File: config.mk
export PLATFORM = sky130hd
export DESIGN_NAME = frame_tick_writer
export DESIGN_NICKNAME = d
export VERILOG_FILES = /design/src/rtl/frame_tick_writer.sv
export SDC_FILE = /design/constraint.sdc
export NUM_CORES = 1
export LEC_CHECK = 0
export CORE_MARGIN = 5
export CORE_UTILIZATION = 35
export DETAILED_ROUTE_END_ITERATION = 8
export MAX_ROUTING_LAYER = met4
export PLACE_DENSITY = 0.71
export SLEW_MARGIN = 15
export SYNTH_ARGS = -nofsm -noshare
export SYNTH_HDL_FRONTEND = slang
export SYNTH_SLANG_ARGS = --single-unit
export TNS_END_PERCENT = 10
File: constraint.sdc
create_clock -name clk -period 3.55 [get_ports clk]
set_input_delay 1.065 -clock clk [delete_from_list [all_inputs] [get_ports clk]]
set_output_delay 1.065 -clock clk [all_outputs]
set_load 0.02 [all_outputs]
File: src/rtl/frame_tick_writer.sv
// frame_tick_writer: per-frame game-state sequencer in front of the sprite/score
// display block. On each accepted vertical-sync tick it scrolls the cactus X
// position and advances the score. It then writes both values to the display
// block's register bus. CPU writes share that bus at lower priority.
//
// Build option: define FRAME_TICK_SCORE_EN to include the frame counter, the score
// digit and the score register write. Without it, score is tied to 0 and only the
// cactus write is issued each frame.
//
// Bus timing for an accepted tick in cycle T:
//   T   : status registers and the cactus write are loaded. Non-CTRL CPU writes
//         are stalled.
//   T+1 : the cactus write is on disp_* (state WR_CAC). With the score enabled,
//         the score write is loaded and the CPU is still stalled.
//   T+2 : the score write is on disp_* (state WR_SCORE). Arbitration is already
//         open again, so a CPU write accepted here appears at T+3.
`timescale 1ns/1ps

module frame_tick_writer #(
    parameter int         SPEED            = 2,
    parameter logic [7:0] CAC_START        = 8'd250,
    parameter int         FRAMES_PER_POINT = 60,
    parameter logic [8:0] CTRL_ADDR        = 9'd16
) (
    input  logic        clk,
    input  logic        reset,
    input  logic        vga_vs_n,
    input  logic        cpu_chipselect,
    input  logic        cpu_write,
    input  logic [8:0]  cpu_address,
    input  logic [31:0] cpu_writedata,
    output logic        cpu_waitrequest,
    output logic        disp_chipselect,
    output logic        disp_write,
    output logic [8:0]  disp_address,
    output logic [31:0] disp_writedata,
    output logic [7:0]  cac_x,
    output logic [3:0]  score
);

    localparam logic [7:0] SPEED_B    = 8'(SPEED);
    localparam logic [8:0] ADDR_CAC   = 9'd6;
    localparam logic [8:0] ADDR_SCORE = 9'd10;

    typedef enum logic [1:0] {
        IDLE     = 2'd0,
        WR_CAC   = 2'd1,
        WR_SCORE = 2'd2
    } state_t;

    state_t      r_state;
    logic        r_vs_meta;
    logic        r_vs_sync;
    logic        r_vs_prev;
    logic        r_run;
    logic [7:0]  r_cac;
    logic        r_disp_cs;
    logic        r_disp_wr;
    logic [8:0]  r_disp_addr;
    logic [31:0] r_disp_data;

    logic        w_tick;
    logic        w_busy;
    logic        w_tick_ok;
    logic        w_cpu_req;
    logic        w_is_ctrl;
    logic        w_ctrl_wr;
    logic        w_clear;
    logic        w_fwd;
    logic [7:0]  w_cac_next;
    logic        w_unused_bits;

    // vsync comes from another timing domain: two flops, then one history flop for edge detect.
    // Reset to the inactive (high) level so that leaving reset never creates a false edge.
    always_ff @(posedge clk or posedge reset) begin
        if (reset) begin
            r_vs_meta <= 1'b1;
            r_vs_sync <= 1'b1;
            r_vs_prev <= 1'b1;
        end else begin
            r_vs_meta <= vga_vs_n;
            r_vs_sync <= r_vs_meta;
            r_vs_prev <= r_vs_sync;
        end
    end

    assign w_tick = r_vs_prev & ~r_vs_sync;

`ifdef FRAME_TICK_SCORE_EN
    // With the score enabled, the cycle spent loading the score write keeps the bus.
    assign w_busy = (r_state == WR_CAC);
`else
    assign w_busy = 1'b0;
`endif

    assign w_cpu_req = cpu_chipselect & cpu_write;
    assign w_is_ctrl = (cpu_address == CTRL_ADDR);
    assign w_ctrl_wr = w_cpu_req & w_is_ctrl;
    assign w_clear   = w_ctrl_wr & cpu_writedata[1];
    assign w_tick_ok = w_tick & r_run & ~w_busy;

    // Control writes are handled locally, so they are never stalled.
    assign cpu_waitrequest = w_cpu_req & ~w_is_ctrl & (w_busy | w_tick_ok);
    assign w_fwd           = w_cpu_req & ~w_is_ctrl & ~cpu_waitrequest;

    // Only bits 1:0 of the control word carry meaning.
    assign w_unused_bits = ^cpu_writedata[31:2];

    // Next cactus position: clear has priority over the scroll; the reload avoids underflow.
    always_comb begin
        w_cac_next = r_cac;
        if (w_clear) begin
            w_cac_next = CAC_START;
        end else if (w_tick_ok) begin
            if (r_cac < SPEED_B) begin
                w_cac_next = CAC_START;
            end else begin
                w_cac_next = r_cac - SPEED_B;
            end
        end else begin
            w_cac_next = r_cac;
        end
    end

    // Run flag from the control register; clear is a pulse and is not stored.
    always_ff @(posedge clk or posedge reset) begin
        if (reset) begin
            r_run <= 1'b0;
        end else if (w_ctrl_wr) begin
            r_run <= cpu_writedata[0];
        end else begin
            r_run <= r_run;
        end
    end

    // Cactus status register.
    always_ff @(posedge clk or posedge reset) begin
        if (reset) begin
            r_cac <= CAC_START;
        end else begin
            r_cac <= w_cac_next;
        end
    end

`ifdef FRAME_TICK_SCORE_EN
    localparam int CNT_W = (FRAMES_PER_POINT > 1) ? $clog2(FRAMES_PER_POINT) : 1;
    localparam logic [CNT_W-1:0] CNT_LAST = CNT_W'(FRAMES_PER_POINT - 1);

    logic [CNT_W-1:0] r_frame_cnt;
    logic [3:0]       r_score;
    logic [CNT_W-1:0] w_cnt_next;
    logic [3:0]       w_score_next;

    // Frame counter and decimal score digit: clear wins, otherwise advance on an accepted tick.
    always_comb begin
        w_cnt_next   = r_frame_cnt;
        w_score_next = r_score;
        if (w_clear) begin
            w_cnt_next   = {CNT_W{1'b0}};
            w_score_next = 4'd0;
        end else if (w_tick_ok) begin
            if (r_frame_cnt == CNT_LAST) begin
                w_cnt_next   = {CNT_W{1'b0}};
                w_score_next = (r_score == 4'd9) ? 4'd0 : (r_score + 4'd1);
            end else begin
                w_cnt_next   = r_frame_cnt + {{(CNT_W-1){1'b0}}, 1'b1};
                w_score_next = r_score;
            end
        end else begin
            w_cnt_next   = r_frame_cnt;
            w_score_next = r_score;
        end
    end

    // Frame counter and score status registers.
    always_ff @(posedge clk or posedge reset) begin
        if (reset) begin
            r_frame_cnt <= {CNT_W{1'b0}};
            r_score     <= 4'd0;
        end else begin
            r_frame_cnt <= w_cnt_next;
            r_score     <= w_score_next;
        end
    end

    assign score = r_score;
`else
    assign score = 4'd0;
`endif

    // Write sequencer: the state names the write currently held on the registered disp_* outputs.
    always_ff @(posedge clk or posedge reset) begin
        if (reset) begin
            r_state     <= IDLE;
            r_disp_cs   <= 1'b0;
            r_disp_wr   <= 1'b0;
            r_disp_addr <= 9'd0;
            r_disp_data <= 32'd0;
        end else if (w_tick_ok) begin
            r_state     <= WR_CAC;
            r_disp_cs   <= 1'b1;
            r_disp_wr   <= 1'b1;
            r_disp_addr <= ADDR_CAC;
            r_disp_data <= {24'd0, w_cac_next};
        end else if (w_busy) begin
`ifdef FRAME_TICK_SCORE_EN
            r_state     <= WR_SCORE;
            r_disp_cs   <= 1'b1;
            r_disp_wr   <= 1'b1;
            r_disp_addr <= ADDR_SCORE;
            r_disp_data <= {28'd0, r_score};
`else
            r_state     <= IDLE;
            r_disp_cs   <= 1'b0;
            r_disp_wr   <= 1'b0;
            r_disp_addr <= 9'd0;
            r_disp_data <= 32'd0;
`endif
        end else if (w_fwd) begin
            r_state     <= IDLE;
            r_disp_cs   <= 1'b1;
            r_disp_wr   <= 1'b1;
            r_disp_addr <= cpu_address;
            r_disp_data <= cpu_writedata;
        end else begin
            r_state     <= IDLE;
            r_disp_cs   <= 1'b0;
            r_disp_wr   <= 1'b0;
            r_disp_addr <= 9'd0;
            r_disp_data <= 32'd0;
        end
    end

    assign disp_chipselect = r_disp_cs;
    assign disp_write      = r_disp_wr;
    assign disp_address    = r_disp_addr;
    assign disp_writedata  = r_disp_data;
    assign cac_x           = r_cac;

endmodule

# Word-level counts from Yosys, hierarchy flattened
# Cells that the tools add are included.
# Widths: inputs -> output; s select.
# word_totals
register_bits,54
in_bits,46
out_inout_bits,56
# classes
add_sub_neg,1
magnitude_cmp,1
n_eq_ne,1
n_mux,9
bitwise,11
# op_table
operator,count
$mux 32,2
$mux 8,3
$mux 9,2
$eq 9x5->1 const B,1
$and 1x1->1,8
$lt 8x2->1 const B,1
$sub 8x2->8 const B,1
$not 1->1,3
$mux 1,2

# Depth between registers and ports, before layout
# Gate-level depths: netlist of the first run.
# depth
ltp_word,8
mapped_depth,7
depth_no_buf,7

# Least setup slack after synthesis of the first run
# OpenSTA, ideal clock, no wires.
# synth_timing
path_kind,input port to output port
startpoint,input cpu_chipselect
endpoint,output cpu_waitrequest
arrival_time_ps,1746
required_ps,2485
slack_ps,739
cell_stages,4
path_cell_list,and2_1 -> clkbuf_1 -> nand2_1 -> nor2_1
# synth_between
elab_chain_len,3
# synth_rtl
element,line_no,rtl
from (decl),28,"input logic cpu_chipselect,"
$and 1x1->1,96,assign w_cpu_req = cpu_chipselect & cpu_write;
$and 1x1->1 (2 in a row),103,assign cpu_waitrequest = w_cpu_req & ~w_is_ctrl & (w_busy | w_tick_ok);
to (decl),32,"output logic cpu_waitrequest,"
# Every way passes these cells.

# Final worst setup path of the first run
# layout_timing
startpoint,input cpu_address[8]
endpoint,output cpu_waitrequest
# layout_between
elab_chain_len,4
# layout_rtl
element,line_no,rtl
from (decl),30,"input logic [8:0] cpu_address,"
$eq 9x5->1,97,assign w_is_ctrl = (cpu_address == CTRL_ADDR);
$not 1->1,103,
$and 1x1->1 (2 in a row),103,
# Every way passes these cells.

==> flow_summary.yaml, run 1 <==
setup_path:
  cp-end-kind: "output pin"
  worst-setup-path-type: "in -> out"
  cp_max_fo: 2
  reg2reg_setup_slack_ns: 1.79
  worst_ep_arrival_time_ns: 2.27
  start_kind: "primary input"
  crit_required_ns: 2.48
global_route:
  grt_use_total_pct: 13.8
  grt_max_degree: 39
  first_global_vias: 1624
  grt_pass1_wl_um: 7900
  overflow: 0
  antenna_found_initial: 0
floorplan:
  core_um2: 5890
  fp.dieH_um: 87.8
  start_util_pct: 36.0
  dieArea_um2: 7710
  row_count: 28
  die-width_um: 87.8
  ios: 102
route:
  ant_nets: 0
  vias_per_cell: 4.46
  routed_wl_um: 5080
  num_vias: 1585
  drc: 0
  drtPass1Iterations: 4
  wl_per_cell_um: 14.3
  first_iter_violations: 51
sta:
  hold_viol: 0
  finClkSkew_ns: 0.00583
  fin_tns_setup_ns: 0
  postLayoutSetupSlackWorst_ns: 0.214
  tightest_slew_ns: 0.556
  finalSetupViolCount: 0
  slew_violations: 0
  fin_crit_ns: 3.34
  maxSlewHeadroom_pct: 63.0
  fin_crit_sh_pct: 94.0
  fmax_mhz: 300
  rsz0062_at_grt: "false"
layout:
  final_util_pct: 56.0
  area_growth_pct: 55.5
  final_cells: 355
  drive_above_1_share_pct: 12.1
  antennaDiodeCount: 0
  finalInstanceArea_um2: 3290
  layout.nets: 326
power_and_ir_drop:
  p_leak_nw: 1.50
  p_per_area_nw_per_um2: 376
  vdd_drop_max_uv: 169
cts:
  clock-sinks: 54
  cts_root_buf: "clkbuf_8"
  cts_max_path_buffers: 2
  tritoncts: "built"
  clk_latency_ns: 0.30
  post_cts_buffers: 0
  clkTransAtPathRegs_ns: 0.09
  cts_hold_buf: 0
  numCtsBuffers: 5
  h-tree-depth: 2
logic_synthesis:
  synth.largest_area_cell: "dfrtp_1"
  syn_inst: 174
  seq_area_frac_synth_pct: 64.3
  avgSynthCellArea_um2: 12.2
  synth_flop_cell: "dfrtp_1"
  ys_warn_count: 0
  synth_top_area_share_pct: 53.2
  async_flop_share_pct: 100
  synth_cell_types: 36
  synth-seq-cells: 54
  synth_edf_count: 0
  netlist_top_cells_area: "dfrtp_1, dfstp_2, and2_1"
  syn-cell-area_um2: 2120
place:
  pre_cts_slack_ns: -0.176
  dpl_cell_area_um2: 3190
  dp.cells: 347
  hpwl_um: 3880
  portBuffers: 97
  gp_congestion: 0.758
hold_path:
  hp-class: "reg -> reg"
flow_run:
  drv_cap: 0
status:
  status: "finished, final reports clean"
==> power breakdown <==
group / leakage [nW] / internal (mW) / switching [mW] / total [mW]
combinational: 0.751 / 0.102 / 0.0804 / 0.182
clock: 0.0514 / 0.211 / 0.196 / 0.407
sequential: 0.701 / 0.640 / 0.00938 / 0.649
total: 1.50 / 0.952 / 0.286 / 1.24
==> cell type report <==
cell class	count	area, um^2
inverters	3	11.3
clock inverters	2	37.5
flip-flops and latches	54	1360
clock buffers	6	72.6
repair buffers	108	1050
well taps	75	93.8
multi-input cells	107	667
fillers	518	2590
==> sequential cells by signal, summed over array words and instances, names as in the netlist <==
| signal | flops |
|---|---|
| r_vs_prev | 1 |
| disp_address | 9 |
| r_run | 1 |
| r_vs_sync | 1 |
| disp_write | 1 |
| cac_x | 8 |
| r_vs_meta | 1 |
| disp_writedata | 32 |
==> through the flow <==
step,hold WS (ns),total power [mW]
2_1_floorplan,0.345,0.739
3_3_place_gp,0.347,0.843
3_5_place_dp,0.348,0.846
4_1_cts,0.362,1.25
5_1_grt,0.373,1.29
6_report,0.360,1.24
==> worst max-delay path, cell delays in order <==
cell	delay [ns]
clkdlybuf4s50_1	0.45
nor4b_4	0.32
nand3_1	0.13
nand2_1	0.10
nor2_1	0.05
clkbuf_2	0.15
==> timing repair <==
action | 4_1_cts | 5_1_grt
resized for setup | 1 | 2
setup endpoints to repair | 1 | 1
cloned | 0 | 0
pin swaps | 0 | 2
==> layer usage <==
layer / global-route usage [%] / up-vias / routed length [um]
met1: 17.0 / 745 / 2100
met4: 3.49 / 0 / 64
met5: - / - / 0
met2: 22.5 / 64 / 2510
met3: 3.67 / 7 / 407
li1: - / 769 / -
==> cells in the mapped netlist (all sizes together) (4+ instances only) <==
library cell and instances:
dfrtp 45, a21oi 6, buf 8, dfstp 9
nand3 4, and2 32, nand2 17, and3 4
clkbuf 5, a21o 5, nor2 6
==> cell families (layout without fill, tap and decap cells) <==
family | Yosys count | in the layout | share of synthesized area, %
buffers and inverters | 16 | 119 | 4.78
other | 1 | 4 | 0.177
AND/OR/NAND/NOR | 76 | 76 | 21.5
AO/OA/AOI/OAI | 20 | 20 | 6.03
adder cells (fa/ha/maj) | 1 | 1 | 0.591
XOR/XNOR | 5 | 5 | 2.07
flip-flops | 54 | 54 | 64.3
multiplexers | 1 | 1 | 0.532
==> path summary, 6_finish.rpt <==
kind	start	endpoint	cells past startpoint
max in group asynchronous	reset	disp_writedata[16]	3
hold reg to reg	r_vs_meta	r_vs_sync	0
setup reg to reg	r_vs_sync	disp_writedata[0]	4
hold / removal	r_vs_meta	r_vs_sync	0
min in group asynchronous	reset	disp_writedata[31]	2
setup / recovery	cpu_address[8]	cpu_waitrequest	6
==> cell usage in the layout (no fill, tap or decap), types with 2 or more instances in the layout <==
| cell type | n |
|---|---|
| nand3b_1 | 2 |
| conb_1 | 4 |
| xnor2_1 | 3 |
| and3_1 | 3 |
| o21ai_1 | 2 |
| xor2_1 | 2 |
| dfrtp_1 | 45 |
| and2_1 | 32 |
| nor2_1 | 6 |
| inv_1 | 2 |
| nand2_1 | 17 |
| clkbuf_8 | 5 |
| o211ai_1 | 2 |
| clkdlybuf4s50_1 | 96 |
| nand3_1 | 4 |
| buf_4 | 11 |
| dfstp_2 | 9 |
| a21o_1 | 5 |
| a21oi_1 | 6 |
| nor4_1 | 2 |
Power figures use the tool's default switching activity.
==> run 2: changes to the inputs <==
--- a/config.mk
+++ b/config.mk
@@ -5,8 +5,9 @@
 export SDC_FILE = /design/constraint.sdc
 export NUM_CORES = 1
 export LEC_CHECK = 0
-export CORE_MARGIN = 5
+export CORE_MARGIN = 4
 export CORE_UTILIZATION = 35
+export CTS_BUF_LIST = sky130_fd_sc_hd__clkbuf_2 sky130_fd_sc_hd__clkbuf_4 sky130_fd_sc_hd__clkbuf_8
 export DETAILED_ROUTE_END_ITERATION = 8
 export MAX_ROUTING_LAYER = met4
 export PLACE_DENSITY = 0.71
==> flow_summary.yaml, run 2 (synthesis gave the netlist of run 1 again) <==
status:
  status: "finished, final reports clean"
cts:
  numCtsBuffers: 5
  clkTransAtPathRegs_ns: 0.09
  tritoncts: "built"
  clk_latency_ns: 0.30
  clock-sinks: 54
  cts_root_buf: "clkbuf_8"
  h-tree-depth: 2
  cts_max_path_buffers: 2
place:
  portBuffers: 97
  pre_cts_slack_ns: -0.171
  dp.cells: 347
  dpl_cell_area_um2: 3190
  gp_congestion: 0.747
  hpwl_um: 3890
layout:
  layout_commonest_cell: "clkdlybuf4s50_1"
  final_util_pct: 56.2
  finalInstanceArea_um2: 3310
  largest_register_ff_count: 32
  antennaDiodeCount: 0
  multi_input_area_um2: 666
  layout.nets: 327
  final_cells: 356
  fillers: 498
  area_growth_pct: 56.2
  final_cell_mix: "clkdlybuf4s50_1, dfrtp_1, and2_1"
  drive_above_1_share_pct: 12.1
  regArea_um2: 1360
hold_path:
  hold_depth: 0
  hold_start: "r_vs_meta"
  hp-class: "reg -> reg"
  min_to: "r_vs_sync"
sta:
  fin_crit_sh_pct: 99.0
  postLayoutSetupSlackWorst_ns: 0.0341
  fmax_mhz: 284
  fin_crit_ns: 3.52
  tightest_slew_ns: 1.02
  finalSetupViolCount: 0
  slew_violations: 0
  maxSlewHeadroom_pct: 32.2
  timing.hold.ws_ns: 0.364
  hold_viol: 0
  fin_tns_setup_ns: 0
  finClkSkew_ns: 0.00456
setup_path:
  slowest_stage: "clkdlybuf4s50_1"
  crit_buf_inv: 2
  worst_ep_arrival_time_ns: 2.45
  cp_top_family: "buffers and inverters"
  reg2reg_setup_slack_ns: 1.49
  cp_cell_sequence: "clkdlybuf4s50_1, nor4b_4, nand3_1, nand2_1, nor2_1, clkdlybuf4s15_1"
  worstRegToRegCells: 4
  worst-setup-path-type: "in -> out"
  crit_required_ns: 2.48
  cp_max_fo: 2
  timing.rr.end: "disp_writedata[0]"
  cp-end-kind: "output pin"
  worstReg2RegStart: "r_vs_sync"
  startpoint: "cpu_address[8]"
  cp_slowest_stage_delay_ns: 0.45
  start_kind: "primary input"
global_route:
  grt_max_degree: 39
  overflow: 0
  grt_pass1_wl_um: 8220
  first_global_vias: 1691
  grt_use_total_pct: 14.8
  antenna_found_initial: 0
floorplan:
  fp.dieH_um: 85.8
  core_um2: 5890
  dieArea_um2: 7360
  row_count: 28
  start_util_pct: 36.0
  ios: 102
  die-width_um: 85.8
power_and_ir_drop:
  p_total_mw: 1.24
  vdd_drop_max_uv: 190
  p_leak_nw: 1.51
  p_per_area_nw_per_um2: 376
route:
  vias_per_cell: 4.55
  ant_nets: 0
  drtPass1Iterations: 4
  wl_per_cell_um: 14.5
  num_vias: 1619
  first_iter_violations: 38
  drc: 0
  routed_wl_um: 5150
flow_run:
  drv_cap: 0
run 2: worst max path at each step:
stage	to	slack, ns	depth (start not counted)
after floorplan	cpu_waitrequest	0.74	4
after global placement	cpu_waitrequest	-0.14	6
after detailed placement	cpu_waitrequest	-0.17	6
after CTS	cpu_waitrequest	0.05	6
after global routing	cpu_waitrequest	-0.03	6
final	cpu_waitrequest	0.03	6
run 2: power breakdown:
part / switching [mW] / leakage (nW) / internal (mW)
Sequential: 0.00982 / 0.701 / 0.640
Clock: 0.193 / 0.0548 / 0.218
Combinational: 0.0808 / 0.756 / 0.103
run 2: metal layers:
metal | up-vias | track usage, % | part of all wire [%]
met3 | 5 | 3.75 | 5.3
met5 | - | - | 0
met2 | 60 | 24.2 | 51
met1 | 780 | 18.5 | 43
li1 | 774 | - | -
met4 | 0 | 3.74 | 0.68
run 2: layout make-up:
class	instances	share of cell area (%)
Multi-Input combinational cell	107	20.1
Tap cell	75	2.84
Sequential cell	54	41.2
Clock inverter	2	1.13
Inverter	3	0.340
Clock buffer	6	2.31
Timing Repair Buffer	109	32.1
run 2: what timing repair did:
| item | CTS | global route |
|---|---|---|
| pin swaps | 0 | 1 |
| setup buffers | 0 | 1 |
| resized for setup | 1 | 1 |
| setup endpoints to repair | 1 | 1 |
| cloned | 0 | 0 |
| hold buffers | 0 | 0 |
==> run 3: changes to the inputs <==
--- a/config.mk
+++ b/config.mk
@@ -8,10 +8,11 @@
 export CORE_MARGIN = 4
 export CORE_UTILIZATION = 35
 export CTS_BUF_LIST = sky130_fd_sc_hd__clkbuf_2 sky130_fd_sc_hd__clkbuf_4 sky130_fd_sc_hd__clkbuf_8
+export CTS_CLUSTER_SIZE = 14
 export DETAILED_ROUTE_END_ITERATION = 8
+export HOLD_SLACK_MARGIN = 0.1
 export MAX_ROUTING_LAYER = met4
 export PLACE_DENSITY = 0.71
-export SLEW_MARGIN = 15
 export SYNTH_ARGS = -nofsm -noshare
 export SYNTH_HDL_FRONTEND = slang
 export SYNTH_SLANG_ARGS = --single-unit
==> results of run 3 <==
The final DEF is identical to that of run 2; final timing and power are the same.
